--- src/rtl/fdtd_delay_line.sv ---
// fdtd_delay_line: multi-channel, valid-qualified delay line that re-aligns
// FDTD field operands whose producing pipelines differ in latency.
// Delay is run-time selectable (0..MAX_DELAY), with stall (en_i) and flush.
// Optional build macro FDTD_DELAY_ZERO_FILL_EN: when defined, data_o is
// forced to zero whenever valid_o is low.

// Per-channel data chain: MAX_DELAY stages plus the tap mux for one channel.
module fdtd_dl_lane #(
  parameter int DATA_WIDTH = 32,
  parameter int MAX_DELAY  = 8,
  parameter int DLY_W      = $clog2(MAX_DELAY+1)
) (
  input  logic                  CLK,
  input  logic                  RST_N,
  input  logic                  shift_i,
  input  logic [DLY_W-1:0]      dly_i,
  input  logic [DATA_WIDTH-1:0] data_i,
  output logic [DATA_WIDTH-1:0] data_o
);
  logic [MAX_DELAY-1:0][DATA_WIDTH-1:0] stage_q, stage_d;

  // Next-state: advance the whole chain only on an enabled, non-flush cycle.
  // Flush leaves data untouched; only the shared valid chain is cleared.
  always_comb begin
    stage_d = stage_q;
    if (shift_i) begin
      stage_d[0] = data_i;
      for (int k = 1; k < MAX_DELAY; k++) stage_d[k] = stage_q[k-1];
    end
  end

  // Stage registers.
  always_ff @(posedge CLK or negedge RST_N) begin
    if (!RST_N) stage_q <= '0;
    else        stage_q <= stage_d;
  end

  // Tap select: delay N reads stage N-1; delay 0 is a combinational bypass.
  always_comb begin
    data_o = data_i;
    for (int k = 0; k < MAX_DELAY; k++)
      if (dly_i == DLY_W'(k+1)) data_o = stage_q[k];
  end
endmodule

module fdtd_delay_line #(
  parameter int DATA_WIDTH = 32,
  parameter int NUM_CH     = 1,
  parameter int MAX_DELAY  = 8,
  parameter int RST_DELAY  = 2,
  parameter int DLY_W      = $clog2(MAX_DELAY+1)
) (
  input  logic                         CLK,
  input  logic                         RST_N,
  input  logic                         en_i,
  input  logic                         flush_i,
  input  logic [DLY_W-1:0]             dly_sel_i,
  input  logic                         valid_i,
  input  logic [NUM_CH*DATA_WIDTH-1:0] data_i,
  output logic                         valid_o,
  output logic [NUM_CH*DATA_WIDTH-1:0] data_o,
  output logic                         busy_o,
  output logic [DLY_W-1:0]             dly_o
);
  logic                                 shift;
  logic [MAX_DELAY-1:0]                 vld_pipe_q, vld_pipe_d;
  logic [DLY_W-1:0]                     dly_q, dly_d, dly_clamp;
  logic                                 upd_ok;
  logic                                 tap_vld, valid_raw;
  logic [NUM_CH-1:0][DATA_WIDTH-1:0]    din_ch, dout_ch;

  assign shift  = en_i & ~flush_i;
  assign din_ch = data_i;

  // Valid chain next-state: flush wins over enable and kills the input too.
  always_comb begin
    vld_pipe_d = vld_pipe_q;
    if (flush_i) begin
      vld_pipe_d = '0;
    end else if (en_i) begin
      vld_pipe_d[0] = valid_i;
      for (int k = 1; k < MAX_DELAY; k++) vld_pipe_d[k] = vld_pipe_q[k-1];
    end
  end

  // Valid chain registers.
  always_ff @(posedge CLK or negedge RST_N) begin
    if (!RST_N) vld_pipe_q <= '0;
    else        vld_pipe_q <= vld_pipe_d;
  end

  // busy covers every stage, including those past the active tap, so a
  // delay change cannot happen until the whole line has drained.
  assign busy_o = |vld_pipe_q;

  // Delay may only move when the line is empty now and stays empty after
  // this edge; out-of-range requests saturate at the physical depth.
  always_comb begin
    upd_ok    = ~busy_o & ~(|vld_pipe_d);
    dly_clamp = (dly_sel_i > DLY_W'(MAX_DELAY)) ? DLY_W'(MAX_DELAY) : dly_sel_i;
    dly_d     = upd_ok ? dly_clamp : dly_q;
  end

  // Active delay register.
  always_ff @(posedge CLK or negedge RST_N) begin
    if (!RST_N) dly_q <= DLY_W'(RST_DELAY);
    else        dly_q <= dly_d;
  end

  assign dly_o = dly_q;

  // Output valid: tap valid masked by en_i so a stalled sample is never
  // presented twice; bypass follows the live input.
  always_comb begin
    tap_vld = 1'b0;
    for (int k = 0; k < MAX_DELAY; k++)
      if (dly_q == DLY_W'(k+1)) tap_vld = vld_pipe_q[k];
    if (dly_q == '0) valid_raw = valid_i & shift;
    else             valid_raw = tap_vld & en_i;
  end

  assign valid_o = valid_raw;

  // One independent data chain per channel; control is shared.
  for (genvar c = 0; c < NUM_CH; c++) begin : g_lane
    fdtd_dl_lane #(
      .DATA_WIDTH (DATA_WIDTH),
      .MAX_DELAY  (MAX_DELAY),
      .DLY_W      (DLY_W)
    ) u_lane (
      .CLK     (CLK),
      .RST_N   (RST_N),
      .shift_i (shift),
      .dly_i   (dly_q),
      .data_i  (din_ch[c]),
      .data_o  (dout_ch[c])
    );
  end

`ifdef FDTD_DELAY_ZERO_FILL_EN
  // Blank the data bus whenever no valid sample is being presented.
  assign data_o = valid_raw ? dout_ch : '0;
`else
  // Raw tap data regardless of valid.
  assign data_o = dout_ch;
`endif
endmodule

--- config.mk ---
export PLATFORM = sky130hd
export DESIGN_NAME = fdtd_delay_line
export DESIGN_NICKNAME = d
export VERILOG_FILES = /design/src/rtl/fdtd_delay_line.sv
export SDC_FILE = /design/constraint.sdc
export NUM_CORES = 1
export LEC_CHECK = 0
export ABC_AREA = 1
export BUFFER_PORTS_ARGS = -buffer_cell sky130_fd_sc_hd__buf_4
export CAP_MARGIN = 20
export CORE_MARGIN = 5
export CORE_UTILIZATION = 26
export DETAILED_ROUTE_END_ITERATION = 6
export SETUP_SLACK_MARGIN = 0.3
export SLEW_MARGIN = 10
export SYNTH_ARGS = -nofsm -noshare
export SYNTH_HDL_FRONTEND = slang
export SYNTH_SLANG_ARGS = --single-unit
--- constraint.sdc ---
create_clock -name CLK -period 2.44 [get_ports CLK]
set_clock_uncertainty 0.15 [all_clocks]
set_input_delay 0.366 -clock CLK [delete_from_list [all_inputs] [get_ports CLK]]
set_output_delay 0.366 -clock CLK [all_outputs]
set_load 0.01 [all_outputs]
==> metrics.yaml, run 1 <==
place:
  dpl.hpwl_um: 22200
  placed_cell_area_sq_mm: 0.0146
  dp_cells: 2277
  place.gp.congestion: 0.782
  port-buffer-count: 78
synthesis:
  synthesis.nets: 1611
  ys_ff_latch: 268
  ys_types: 24
  synthCells: 1570
  syn_avg_cell_area_sq_um: 8.20
  ys_seq_area_share_pct: 52.1
  yosys_warnings: 0
  synthesis.area_sq_mm: 0.0129
cells_and_area:
  drive_gt1_share_pct: 27.4
  final_core_util_pct: 34.5
  finalNonFillerCells: 2371
  multiInputGateArea_sq_mm: 0.00568
  final_common_cell: "nand2_1"
  area_growth_syn_to_layout_pct: 31.3
  regArea_sq_mm: 0.00671
  fin_area_sq_mm: 0.0169
  fillers: 4909
  final_cell_mix: "322 x nand2_1, 267 x dfrtp_1, 183 x inv_1, 172 x o21ai_0, 116 x a21oi_1"
  fin_nets: 1728
clocking:
  clk_latency_ns: 0.53
  cts-root-buf: "clkbuf_16"
  clockBufferDepth: 3
  cts_buffers: 26
  cts_sinks: 268
  cts_tree: "built"
  htree_levels: 1
  path_clk_slew_ns: 0.06
detailed_routing:
  drt_iter0_markers: 831
  vias_per_cell: 4.36
  ant_nets: 0
  wl_per_cell_um: 14.6
  drcViolationCount: 0
  vias: 10300
  firstDrtPassIters: 5
  wirelength_um: 34600
critical_path:
  crit_top_cell: "nand2_1"
  path_depth: 15
  start_kind: "flop"
  crit_buf_inv: 4
  path_cells: "buf_12 > nor2_4 > nand2_8 > buf_12 > buf_16 > nand2_2 > nand2_1 > o21ai_1 > nand3_1 > nand3_1 > nand2_1 > nand2_1 > nand2_1 > nand2_2 > buf_6"
  rr_worst_depth: 7
  rrSetupSlack_ns: 0.63
  arrival_ns: 2.47
  slowest_delay_ns: 0.40
  regToRegStartpoint: "vld_pipe_q[2]"
  crit-reg2reg-capture: "dly_o[0]"
  cp_slowest_cell: "dfstp_2"
  cp_top_family: "simple AND/OR/NAND/NOR gates"
  crit_path_max_fanout: 5
  worstSetupPathType: "reg -> out"
  crit_path_end: "data_o[19]"
  crit_path_end_kind: "primary output"
  critPathRequiredTime_ns: 1.92
  crit_path_start: "dly_o[1]"
timing:
  finalSetupViolCount: 33
  hold_viol: 0
  period_needed_ns: 2.99
  max_slew_margin_pct: 62.6
  tightestPinTransition_ns: 0.562
  setup_slack_ns: -0.550
  slew_viol_final: 0
  max_freq_mhz: 335
  setup_tns_ns: -16.07
  rsz0062_at_grt: "yes"
  timing.hold.ws_ns: 0.0101
  finalCritPeriodShare_pct: 123
run_status:
  status: "finished with violations"
  violations: "setup timing"
power_and_ir_drop:
  ir_worst_vdd_mv: 0.514
  leakage_uw: 0.00830
  power_density_mw_per_mm2: 800
die:
  rows: 81
  die_h_um: 233
  io_pins: 79
  dieWidth_um: 233
  die_area_sq_mm: 0.0541
  initial_utilization_pct: 26.3
  core_sq_mm: 0.0490
worst_hold_path:
  holdCritPathClass: "in -> reg"
job:
  drv_cap: 0
global_route:
  grt.total_usage_pct: 12.3
  gr-total-overflow: 0
  grt_pass1_vias: 10100
  antenna_found_initial: 2
  grt_max_degree: 72
  grt_pass1_wl_um: 55500
==> layout make-up <==
| class | instances | share of cell area, % |
|---|---|---|
| diodes | 1 | 0.0148 |
| inverters | 190 | 4.30 |
| repair buffers | 185 | 12.3 |
| multi-input cells | 1016 | 33.6 |
| well taps | 664 | 4.91 |
| clock buffers | 41 | 4.84 |
| clock inverters | 6 | 0.326 |
| flip-flops and latches | 268 | 39.7 |
==> sequential cells by signal, summed over array words and instances, names as in the netlist <==
signal / flops
g_lane.u_lane.stage_q: 256
vld_pipe_q: 8
dly_o: 4
==> Yosys cell counts <==
| cell | n | area (sq um) |
|---|---|---|
| inv_2 | 3 | 11.3 |
| o21ai_0 | 175 | 876 |
| a21oi_1 | 122 | 611 |
| or2_2 | 1 | 6.26 |
| nor4_1 | 1 | 6.26 |
| o21bai_1 | 1 | 7.51 |
| dfstp_2 | 1 | 26.3 |
| mux2_2 | 92 | 1040 |
| nor2_4 | 1 | 11.3 |
| nand3_2 | 1 | 10.0 |
| buf_1 | 10 | 37.5 |
| nand3_1 | 85 | 425 |
| nand2_2 | 2 | 12.5 |
| nor3_1 | 2 | 10.0 |
| nand2_1 | 400 | 1500 |
| clkbuf_1 | 63 | 236 |
| o21ai_1 | 24 | 120 |
| nor2_1 | 101 | 379 |
| o22ai_1 | 7 | 43.8 |
| inv_1 | 187 | 702 |
| nor2_2 | 1 | 6.26 |
| buf_2 | 22 | 110 |
| buf_4 | 1 | 7.51 |
| dfrtp_1 | 267 | 6680 |
==> repair_timing <==
| action | CTS | global route |
|---|---|---|
| cloned | 7 | 4 |
| setup buffers | 15 | 3 |
| pin swaps | 39 | 88 |
| hold buffers | 17 | 0 |
| endpoints found under the setup margin | 33 | 33 |
| hold endpoints to repair | 72 | 0 |
| gates resized for setup | 74 | 144 |
==> routing by layer <==
layer / global-route usage, % / vias to the layer above / part of all wire [%]
met5: 0 / - / 0.020
met4: 2.82 / 2 / 1.9
met3: 1.50 / 42 / 3.7
met2: 19.5 / 181 / 45
met1: 18.2 / 4854 / 49
li1: - / 5261 / -
==> worst min path at each step <==
stage                     startpoint  cells after the start                       endpoint  slack [ns]
after floorplan                RST_N                      0                       dly_o[0]       -0.08
after global placement         RST_N                      1  g_lane[0].u_lane.stage_q[244]        0.21
after detailed placement       RST_N                      1  g_lane[0].u_lane.stage_q[244]        0.22
after CTS                 data_i[25]                      3   g_lane[0].u_lane.stage_q[25]      0.0002
after global routing      data_i[17]                      3   g_lane[0].u_lane.stage_q[17]        0.02
final                      data_i[4]                      3    g_lane[0].u_lane.stage_q[4]        0.01
==> per-stage QoR <==
step,worst slack [ns],power (uW)
floorplan,0.299,7770
global placement,-0.0697,8930
detailed placement,-0.0413,9060
CTS,-0.568,13400
global route,-0.665,14400
finish,-0.550,13500
==> cells by family after synthesis <==
kind of cell	synth area share (%)
DFF	52.1
and+or+nand+nor	18.4
buffers and inverters	8.58
AOI/OAI and AO/OA	12.9
muxes	8.05
==> report_power, final <==
group	leakage, uW	switching (uW)	total (uW)	internal, uW
Clock	0.000437	1670	4060	2400
Sequential	0.00325	614	6030	5420
Combinational	0.00461	1830	3440	1610
Total	0.00830	4110	13500	9420
==> tightest hold or removal path, delay by kind of cell <==
kind,cells,cell delay [ns]
AOI/OAI and AO/OA,1,0.15
buffers and inverters,2,0.14
(Power assumes the default switching activity.)
==> inputs of run 2 (changes only) <==
--- a/config.mk
+++ b/config.mk
@@ -11,6 +11,7 @@
 export CORE_MARGIN = 5
 export CORE_UTILIZATION = 26
 export DETAILED_ROUTE_END_ITERATION = 6
+export RECOVER_POWER = 25
 export SETUP_SLACK_MARGIN = 0.3
 export SLEW_MARGIN = 10
 export SYNTH_ARGS = -nofsm -noshare
==> run 2 against run 1 <==
Clock-buffer cell count unchanged. The run ends with capacitance limit, slew limit, setup timing left. Die area unchanged. First-iteration DRC count down 11%. Register-to-register slack about the same. Critical path type unchanged. Via count down 0.17%. Flip-flop and latch count unchanged. Final cell count unchanged. Non-clock buffer count unchanged. Clock power about the same.
==> metrics.yaml, run 2 (synthesized netlist as in run 1, its figures left out) <==
cells_and_area:
  final_cell_mix: "323 x nand2_1, 267 x dfrtp_1, 183 x inv_1, 172 x o21ai_0, 116 x a21oi_1"  # was 322 x nand2_1, 267 x dfrtp_1, 183 x inv_1, 172 x o21ai_0, 116 x a21oi_1
  area_growth_syn_to_layout_pct: 31.0  # was 31.3%
  final_common_cell: "nand2_1"  # unchanged
  fin_nets: 1728  # unchanged
  fin_area_sq_mm: 0.0169  # about the same
  drive_gt1_share_pct: 27.4  # about the same
  final_core_util_pct: 34.5  # about the same
  largest_reg_flops: 256  # unchanged
  regMostFlops: "g_lane.u_lane.stage_q"  # unchanged
global_route:
  grt_max_degree: 72  # unchanged
  antenna_found_initial: 2  # unchanged
  grt.total_usage_pct: 12.3  # unchanged
  grt_pass1_wl_um: 55500  # unchanged
  gr-total-overflow: 0  # unchanged
  grt_pass1_vias: 10100  # unchanged
run_status:
  violations: "capacitance limit, slew limit, setup timing"  # was setup timing
  status: "finished with violations"  # unchanged
place:
  port-buffer-count: 78  # unchanged
  placed_cell_area_sq_mm: 0.0146  # unchanged
  dpl.hpwl_um: 22200  # unchanged
  place.gp.congestion: 0.782  # unchanged
  place_ws_ns: -0.0413  # unchanged
power_and_ir_drop:
  power_density_mw_per_mm2: 802  # was 800 mW/mm^2
  ir_worst_vdd_mv: 0.514  # about the same
  total_power_uw: 13500  # about the same
  leakage_uw: 0.00828  # was 0.00830 uW
die:
  io_pins: 79  # unchanged
  rows: 81  # unchanged
  core_sq_mm: 0.0490  # unchanged
  initial_utilization_pct: 26.3  # unchanged
  die_h_um: 233  # unchanged
  dieWidth_um: 233  # unchanged
  die_area_sq_mm: 0.0541  # unchanged
timing:
  slew_viol_final: 64  # was 0
  setup_slack_ns: -0.556  # was -0.550 ns
  max_slew_margin_pct: -19.5  # was 62.6%
  finalCritPeriodShare_pct: 123  # about the same
  max_freq_mhz: 334  # was 335 MHz
  period_needed_ns: 3.00  # was 2.99 ns
  finalSetupViolCount: 33  # unchanged
  hold_viol: 0  # unchanged
  tightestPinTransition_ns: 1.79  # was 0.562 ns
  rsz0062_at_grt: "yes"  # unchanged
clocking:
  path_clk_slew_ns: 0.06  # about the same
  clk_latency_ns: 0.53  # about the same
  cts_tree: "built"  # unchanged
  clockBufferDepth: 3  # unchanged
  cts-root-buf: "clkbuf_16"  # unchanged
  cts_buffers: 26  # unchanged
  cts_sinks: 268  # unchanged
  htree_levels: 1  # unchanged
critical_path:
  slowest_delay_ns: 0.40  # about the same
  crit_top_cell: "nand2_1"  # unchanged
  cp_slowest_cell: "dfstp_2"  # unchanged
  crit_path_max_fanout: 5  # unchanged
  worstSetupPathType: "reg -> out"  # unchanged
  start_kind: "flop"  # unchanged
  crit_path_end_kind: "primary output"  # unchanged
  critPathRequiredTime_ns: 1.92  # about the same
  path_cells: "buf_12 > nor2_4 > nand2_8 > buf_12 > clkbuf_16 > nand2_4 > nand2_4 > o21ai_2 > nand3_2 > nand3_2 > nand2_1 > nand2_1 > nand2_1 > nand2_2 > buf_6"  # was buf_12 > nor2_4 > nand2_8 > buf_12 > buf_16 > nand2_2 > nand2_1 > o21ai_1 > nand3_1 > nand3_1 > nand2_1 > nand2_1 > nand2_1 > nand2_2 > buf_6
  arrival_ns: 2.48  # was 2.47 ns
detailed_routing:
  vias_per_cell: 4.35  # was 4.36
  drcViolationCount: 0  # unchanged
  ant_nets: 0  # unchanged
  wl_per_cell_um: 14.6  # about the same
  wirelength_um: 34600  # about the same
  drt_iter0_markers: 736  # was 831
  firstDrtPassIters: 5  # unchanged
  vias: 10300  # about the same
job:
  drv_cap: 1  # was 0
worst_hold_path:
  holdCritPathClass: "in -> reg"  # unchanged
[run 2: critical path, delay by kind of cell (launching register included)]
kind            cells  cell delay (ns)
compound gates      1             0.15
flops               1             0.40
simple gates       10             0.86
buf+inv             4             0.56
[run 2: final cells by class]
cell class                 instances  area, sq um
fill                            4913        32100
sequential                       268         6710
multi-input combinational       1016         5680
timing repair buffer             185         2050
tap                              664          831
clock buffer                      41          818
inverter                         190          727
clock inverter                     6         55.1
antenna                            1         2.50
[run 2: worst paths after layout]
path                                               start                            end  slack (ns)  depth (start not counted)
max                                             dly_o[1]                      data_o[8]       -0.56                         15
min                                            data_i[4]    g_lane[0].u_lane.stage_q[4]       0.008                          3
max reg2reg                                vld_pipe_q[2]                       dly_o[1]        0.63                          7
min reg2reg                g_lane[0].u_lane.stage_q[163]  g_lane[0].u_lane.stage_q[163]        0.34                          2
max in group asynchronous                          RST_N   g_lane[0].u_lane.stage_q[29]        0.31                          3
min in group asynchronous                          RST_N  g_lane[0].u_lane.stage_q[244]        0.70                          2
[run 2: routing by layer]
metal	GRT usage, %	vias up	wire length (um)
met5	0	-	7
met4	2.82	2	646
met3	1.50	42	1190
met2	19.5	168	15700
met1	18.2	4846	17100
li1	-	5264	-
[run 2: stage by stage]
stage               TNS, ns  hold slack, ns  cells
CTS                  -17.03        0.000178   2363
floorplan                 0         -0.0796   1570
detailed placement  -0.0841           0.218   2277
finish               -16.13         0.00832   2371
global route         -21.03          0.0193   2370
global placement     -0.123           0.212   2277
[run 2: timing repair]
action                     CTS  global route
setup endpoints to repair   33            33
gates resized for setup     74           144
gates cloned                 7             4
hold endpoints to repair    72             0
buffers inserted            15             3
pin swaps                   39            88
hold buffers                17             0
[run 2: power by group]
part / switching, uW / internal [uW] / total, uW
clock: 1670 / 2400 / 4070
combinational: 1830 / 1600 / 3430
sequential: 614 / 5420 / 6030
total: 4110 / 9410 / 13500
